## src/rtl/bus_rr_arbiter.sv

```systemverilog
// bus_rr_arbiter
//   Round-robin arbiter for the shared-SRAM breq/bgrt handshake. It issues at
//   most one registered, one-hot grant, inserts one dead cycle between owners,
//   and can optionally force a release after a tenure limit.
//
//   Optional feature macro: ARB_TENURE_LIMIT_EN
//     defined   : an owner that has held the bus for MAX_TENURE cycles is
//                 released (with a one-cycle preempt pulse) when another
//                 requester is waiting.
//     undefined : no forced release; preempt is tied low and the tenure
//                 counter is not built.
//
//   Parameters
//     NREQ       number of requesters (2..8); index 0 = CPU, 1 = DMAC
//     MAX_TENURE grant cycles before a forced release (2..255)
//
//   Ports
//     clk     in   rising-edge clock
//     rst     in   asynchronous, active-high reset
//     breq    in   per-requester level request, held for a whole transaction
//     bgrt    out  registered grant, one-hot or all-zero
//     owner   out  index of the current grantee; holds through the dead
//                  cycle, 0 when idle
//     busy    out  |bgrt
//     preempt out  one-cycle pulse coinciding with a forced release
module bus_rr_arbiter #(
  parameter int unsigned NREQ       = 2,
  parameter int unsigned MAX_TENURE = 16
) (
  input  logic                    clk,
  input  logic                    rst,
  input  logic [NREQ-1:0]         breq,
  output logic [NREQ-1:0]         bgrt,
  output logic [$clog2(NREQ)-1:0] owner,
  output logic                    busy,
  output logic                    preempt
);

  localparam int unsigned OW = $clog2(NREQ);

  // Out-of-range parameters are rejected at elaboration time.
  if (NREQ < 2 || NREQ > 8 || MAX_TENURE < 2 || MAX_TENURE > 255) begin : g_param_check
    $error("bus_rr_arbiter: NREQ must be 2..8 and MAX_TENURE 2..255");
  end

  typedef enum logic [1:0] {
    ST_IDLE,
    ST_GRANT,
    ST_GAP
  } state_e;

  state_e          state_q, state_d;
  logic [NREQ-1:0] bgrt_q,  bgrt_d;
  logic [OW-1:0]   owner_q, owner_d;
  logic [OW-1:0]   last_q,  last_d;

`ifdef ARB_TENURE_LIMIT_EN
  localparam logic [7:0] TENURE_LAST = 8'(MAX_TENURE - 1);

  logic [7:0] tenure_q, tenure_d;
  logic       preempt_q, preempt_d;
`endif

  // Round-robin search: scan from last+1 upward (wrapping), first request wins.
  logic            rr_found;
  logic [OW-1:0]   rr_idx;
  logic [NREQ-1:0] rr_onehot;
  int unsigned     rr_cand;

  always_comb begin
    rr_found = 1'b0;
    rr_idx   = '0;
    rr_cand  = 0;
    for (int unsigned i = 1; i <= NREQ; i++) begin
      rr_cand = (32'(last_q) + i) % NREQ;
      if (!rr_found && breq[OW'(rr_cand)]) begin
        rr_found = 1'b1;
        rr_idx   = OW'(rr_cand);
      end
    end
    rr_onehot         = '0;
    rr_onehot[rr_idx] = 1'b1;
  end

  always_comb begin
    state_d = state_q;
    bgrt_d  = bgrt_q;
    owner_d = owner_q;
    last_d  = last_q;
`ifdef ARB_TENURE_LIMIT_EN
    tenure_d  = tenure_q;
    preempt_d = 1'b0;
`endif

    unique case (state_q)
      // Leaving the dead cycle arbitrates exactly like IDLE; the releasing
      // owner sits at 'last', so it is searched last and only wins alone.
      ST_IDLE, ST_GAP: begin
        if (rr_found) begin
          state_d = ST_GRANT;
          bgrt_d  = rr_onehot;
          owner_d = rr_idx;
          last_d  = rr_idx;
`ifdef ARB_TENURE_LIMIT_EN
          tenure_d = '0;
`endif
        end else begin
          state_d = ST_IDLE;
          bgrt_d  = '0;
          owner_d = '0;
        end
      end

      ST_GRANT: begin
`ifdef ARB_TENURE_LIMIT_EN
        if (tenure_q != 8'hFF) begin
          tenure_d = tenure_q + 8'd1;
        end
`endif
        if (!breq[owner_q]) begin
          state_d = ST_GAP;
          bgrt_d  = '0;
        end
`ifdef ARB_TENURE_LIMIT_EN
        // Forced release only when someone else is actually waiting.
        else if (tenure_q == TENURE_LAST && |(breq & ~bgrt_q)) begin
          state_d   = ST_GAP;
          bgrt_d    = '0;
          preempt_d = 1'b1;
        end
`endif
      end

      default: begin
        state_d = ST_IDLE;
        bgrt_d  = '0;
        owner_d = '0;
      end
    endcase
  end

  always_ff @(posedge clk or posedge rst) begin
    if (rst) begin
      state_q <= ST_IDLE;
      bgrt_q  <= '0;
      owner_q <= '0;
      last_q  <= OW'(NREQ - 1);
`ifdef ARB_TENURE_LIMIT_EN
      tenure_q  <= '0;
      preempt_q <= 1'b0;
`endif
    end else begin
      state_q <= state_d;
      bgrt_q  <= bgrt_d;
      owner_q <= owner_d;
      last_q  <= last_d;
`ifdef ARB_TENURE_LIMIT_EN
      tenure_q  <= tenure_d;
      preempt_q <= preempt_d;
`endif
    end
  end

  assign bgrt  = bgrt_q;
  assign owner = owner_q;
  assign busy  = |bgrt_q;
`ifdef ARB_TENURE_LIMIT_EN
  assign preempt = preempt_q;
`else
  assign preempt = 1'b0;
`endif

endmodule

```

## config.mk

```make
export PLATFORM = sky130hd
export DESIGN_NAME = bus_rr_arbiter
export DESIGN_NICKNAME = d
export VERILOG_FILES = /design/src/rtl/bus_rr_arbiter.sv
export SDC_FILE = /design/constraint.sdc
export NUM_CORES = 1
export LEC_CHECK = 0
export CAP_MARGIN = 20
export CORE_AREA = 2 2 39 41
export CTS_CLUSTER_SIZE = 12
export DETAILED_ROUTE_END_ITERATION = 8
export DIE_AREA = 0 0 41 43
export PLACE_DENSITY = 0.48
export SLEW_MARGIN = 10
export SYNTH_ARGS = -nofsm -noshare
export SYNTH_HDL_FRONTEND = slang
export SYNTH_SLANG_ARGS = --single-unit
export TNS_END_PERCENT = 1
```

## constraint.sdc

```tcl
create_clock -name clk -period 1 [get_ports clk]
set_input_delay 0.2 -clock clk [delete_from_list [all_inputs] [get_ports clk]]
set_output_delay 0.2 -clock clk [all_outputs]
set_load 0.005 [all_outputs]
```

==> results of run 1 <==
==> logic make-up (layout without fill, tap and decap cells) <==
| family | Yosys count | in the layout |
|---|---|---|
| DFF | 6 | 6 |
| muxes | 1 | 1 |
| and+or+nand+nor | 9 | 9 |
| AOI/OAI and AO/OA | 5 | 5 |
| buffers and inverters | 4 | 17 |
| other | 1 | 1 |
==> worst paths after layout <==
path	startpoint	end	slack, ns
hold / removal	rst	state_q[0]	0.17
hold reg to reg	last_q	last_q	0.52
max in group asynchronous	rst	last_q	0.57
setup reg to reg	owner	bgrt[0]	-0.03
setup / recovery	bgrt[1]	busy	-0.17
min in group clk	last_q	last_q	0.52
==> critical path, delay by kind of cell, from the launching register on <==
family | cells | cell delay [ns]
buffers and inverters | 1 | 0.11
and+or+nand+nor | 1 | 0.25
DFF | 1 | 0.37
==> registers in the layout (all words and copies together) (netlist names) <==
register / count
bgrt: 2
owner: 1
state_q: 2
last_q: 1
==> synthesized netlist by cell type <==
cell,count
buf_4,1
nand2_1,1
nand2b_1,2
dfstp_2,1
inv_1,3
mux2i_2,1
nand3b_1,1
dfrtp_1,5
and2b_1,1
o22a_1,1
o32ai_2,1
o22ai_1,1
o2bb2ai_1,2
and3b_1,1
nor2_1,1
nor2b_1,1
or2_2,1
conb_1,1
==> routing by layer <==
| layer | track usage | vias to the layer above | part of all wire |
|---|---|---|---|
| li1 | - | 113 | - |
| met1 | 0.1176 | 108 | 0.44 |
| met2 | 0.1094 | 8 | 0.44 |
| met3 | 0.04712 | 4 | 0.068 |
| met4 | 0.08000 | 0 | 0.042 |
| met5 | 0 | - | 0 |
==> stage by stage <==
stage	power, mW	setup WS, ns	hold WS (ns)	area [um2]
after global placement	0.9821	-0.2723	0.4358	397.9
after CTS	1.266	-0.1815	0.1824	436.7
after global routing	1.361	-0.2013	0.1977	427.9
final	1.245	-0.1749	0.1696	427.9
after floorplan	0.7039	0.09184	-0.009767	292.8
after detailed placement	0.9839	-0.2860	0.4498	397.9
==> power by group <==
group,switching (mW),internal [mW]
registers,0.0894,0.367
clock network,0.0963,0.152
logic,0.203,0.338
total,0.389,0.857
==> final cells by class <==
type                    count  area share
flip-flops and latches      6      0.3538
multi-input cells          16      0.3187
repair buffers             10      0.1930
clock buffers               4     0.06140
well taps                  16     0.04678
inverters                   3     0.02632
==> what timing repair did <==
item / in CTS / in global routing
gates cloned: 0 / 0
setup endpoints to repair: 7 / 10
pin swaps: 1 / 0
endpoints found under the hold margin: 0 / 0
hold buffers: 0 / 0
gates resized for setup: 13 / 5
==> results.py, run 1 <==
metrics = {
    "synthesis": {
        "synth_compound_area_frac": 0.1667,
        "netlist_instances": 26,
        "syn_avg_cell_area_um2": 11.26,
        "synth_top_family_by_area": "simple AND/OR/NAND/NOR gates",
        "synth_simple_gate_area_frac": 0.1923,
        "synth.area.top_cells": "dfrtp_1 (43%), dfstp_2 (9.0%), o2bb2ai_1 (6.0%)",
        "muxShareOfSynthArea": 0.04701,
        "yosys_warnings": 0,
        "ys_seq_area_frac": 0.5171,
        "synth_xor_area_frac": 0,
        "synth_area_um2": 292.8,
        "ys_types": 18,
        "synth_top_area_cell": "dfrtp_1",
        "synth-adder-area-share": 0,
        "synth_top_area_share": 0.4274,
        "synthesis.nets": 30,
        "synth-seq-cells": 6,
    },
    "timing": {
        "fin_crit_sh": 1.175,
        "hold_viol": 0,
        "skew_ns": 0.003688,
        "max_freq_mhz": 851.1,
        "setup_viol": 4,
        "slew_viol_final": 0,
        "fin_crit_ns": 1.175,
        "worst_slack_ns": -0.1749,
        "rsz0062_at_grt": "yes",
        "fin_setup_tns_ns": -0.3037,
    },
    "grt": {
        "grtUsageTotal": 0.09284,
        "grt_pass1_vias": 210,
        "antenna_found_initial": 0,
        "grt_max_degree": 8,
        "grt_overflow": 0,
        "grt_pass1_wl_um": 993,
    },
    "clock_network": {
        "clk_latency_ns": 0.25,
        "postCtsSetupBuffers": 0,
        "cts_max_level": 1,
        "cts_root_buf": "clkbuf_4",
        "cts_tree": "done",
        "clockBufferDepth": 2,
        "cts_inserted_buffers": 3,
        "clock-sinks": 6,
        "clkTransAtPathRegs_ns": 0.05,
    },
    "route": {
        "wire_per_inst_um": 9.891,
        "drcViolationCount": 0,
        "vias_per_cell": 4.236,
        "vias": 233,
        "drt_iter0_drc": 5,
        "drtAntennaViolNets": 0,
        "drtPass1Iterations": 3,
        "routed_wl_um": 544,
    },
    "run": {
        "max-cap-violations": 0,
    },
    "pwr": {
        "power_density_nw_per_um2": 2910,
        "vdd_ir_drop_max_mv": 0.7490,
        "p_leak_nw": 0.1959,
    },
    "worst_setup_path": {
        "cp-end-kind": "output pin",
        "critPathLaunchType": "register",
        "reg2reg_depth": 3,
        "cp.required_ns": 0.80,
        "worst_ep_arrival_time_ns": 0.97,
        "path_class": "register to output pin",
        "critPathMaxFanout": 2,
        "cp_slowest_stage_delay_ns": 0.37,
        "cp_slowest_cell": "dfrtp_1",
        "crit_path_cell_trace": "or2_4, buf_6",
    },
    "final_layout": {
        "ff_latch_area_um2": 151.4,
        "drive_gt1_frac": 0.3846,
        "areaGrowthSynthToFinish_pct": 46.15,
        "final-instance-count-excl-fill": 55,
        "multiInputGateArea_um2": 136.4,
        "n_antenna_cell": 0,
        "most-common-layout-cells": "dfrtp_1 (5), inv_1 (3), clkbuf_4 (3), clkdlybuf4s50_1 (3), clkbuf_2 (3)",
        "final_common_cell": "dfrtp_1",
        "final_util": 0.3092,
        "fill_cells": 152,
        "nets": 44,
    },
    "floorplanning": {
        "ios": 9,
        "core_area_um2": 1384,
        "die-width_um": 41,
        "die_height_um": 43,
        "initial_core_util": 0.2116,
        "die_area_um2": 1763,
        "rows": 14,
    },
    "run_status": {
        "status": "complete, but fails checks",
        "failed_checks": "negative setup slack",
    },
    "worst_hold_path": {
        "holdCritPathClass": "primary input to async pin",
    },
    "place": {
        "port_buffers": 7,
        "place.gp.congestion": 0.7694,
        "place_inst": 51,
    },
}
No activity file was read; power rests on OpenSTA's default activity.
==> run 2: changes to the inputs <==
--- a/config.mk
+++ b/config.mk
@@ -5,13 +5,11 @@
 export SDC_FILE = /design/constraint.sdc
 export NUM_CORES = 1
 export LEC_CHECK = 0
-export CAP_MARGIN = 20
+export CAP_MARGIN = 0
 export CORE_AREA = 2 2 39 41
-export CTS_CLUSTER_SIZE = 12
 export DETAILED_ROUTE_END_ITERATION = 8
 export DIE_AREA = 0 0 41 43
 export PLACE_DENSITY = 0.48
-export SLEW_MARGIN = 10
 export SYNTH_ARGS = -nofsm -noshare
 export SYNTH_HDL_FRONTEND = slang
 export SYNTH_SLANG_ARGS = --single-unit
==> results of run 2 <==
No change in the layout: final DEF, timing and power equal those of run 1.
==> run 3: changes to the inputs <==
--- a/config.mk
+++ b/config.mk
@@ -7,9 +7,11 @@
 export LEC_CHECK = 0
 export CAP_MARGIN = 0
 export CORE_AREA = 2 2 39 41
+export CTS_CLUSTER_SIZE = 10
 export DETAILED_ROUTE_END_ITERATION = 8
 export DIE_AREA = 0 0 41 43
 export PLACE_DENSITY = 0.48
+export SLEW_MARGIN = 40
 export SYNTH_ARGS = -nofsm -noshare
 export SYNTH_HDL_FRONTEND = slang
 export SYNTH_SLANG_ARGS = --single-unit
==> results of run 3 <==
No change in the layout: final DEF, timing and power equal those of run 1.
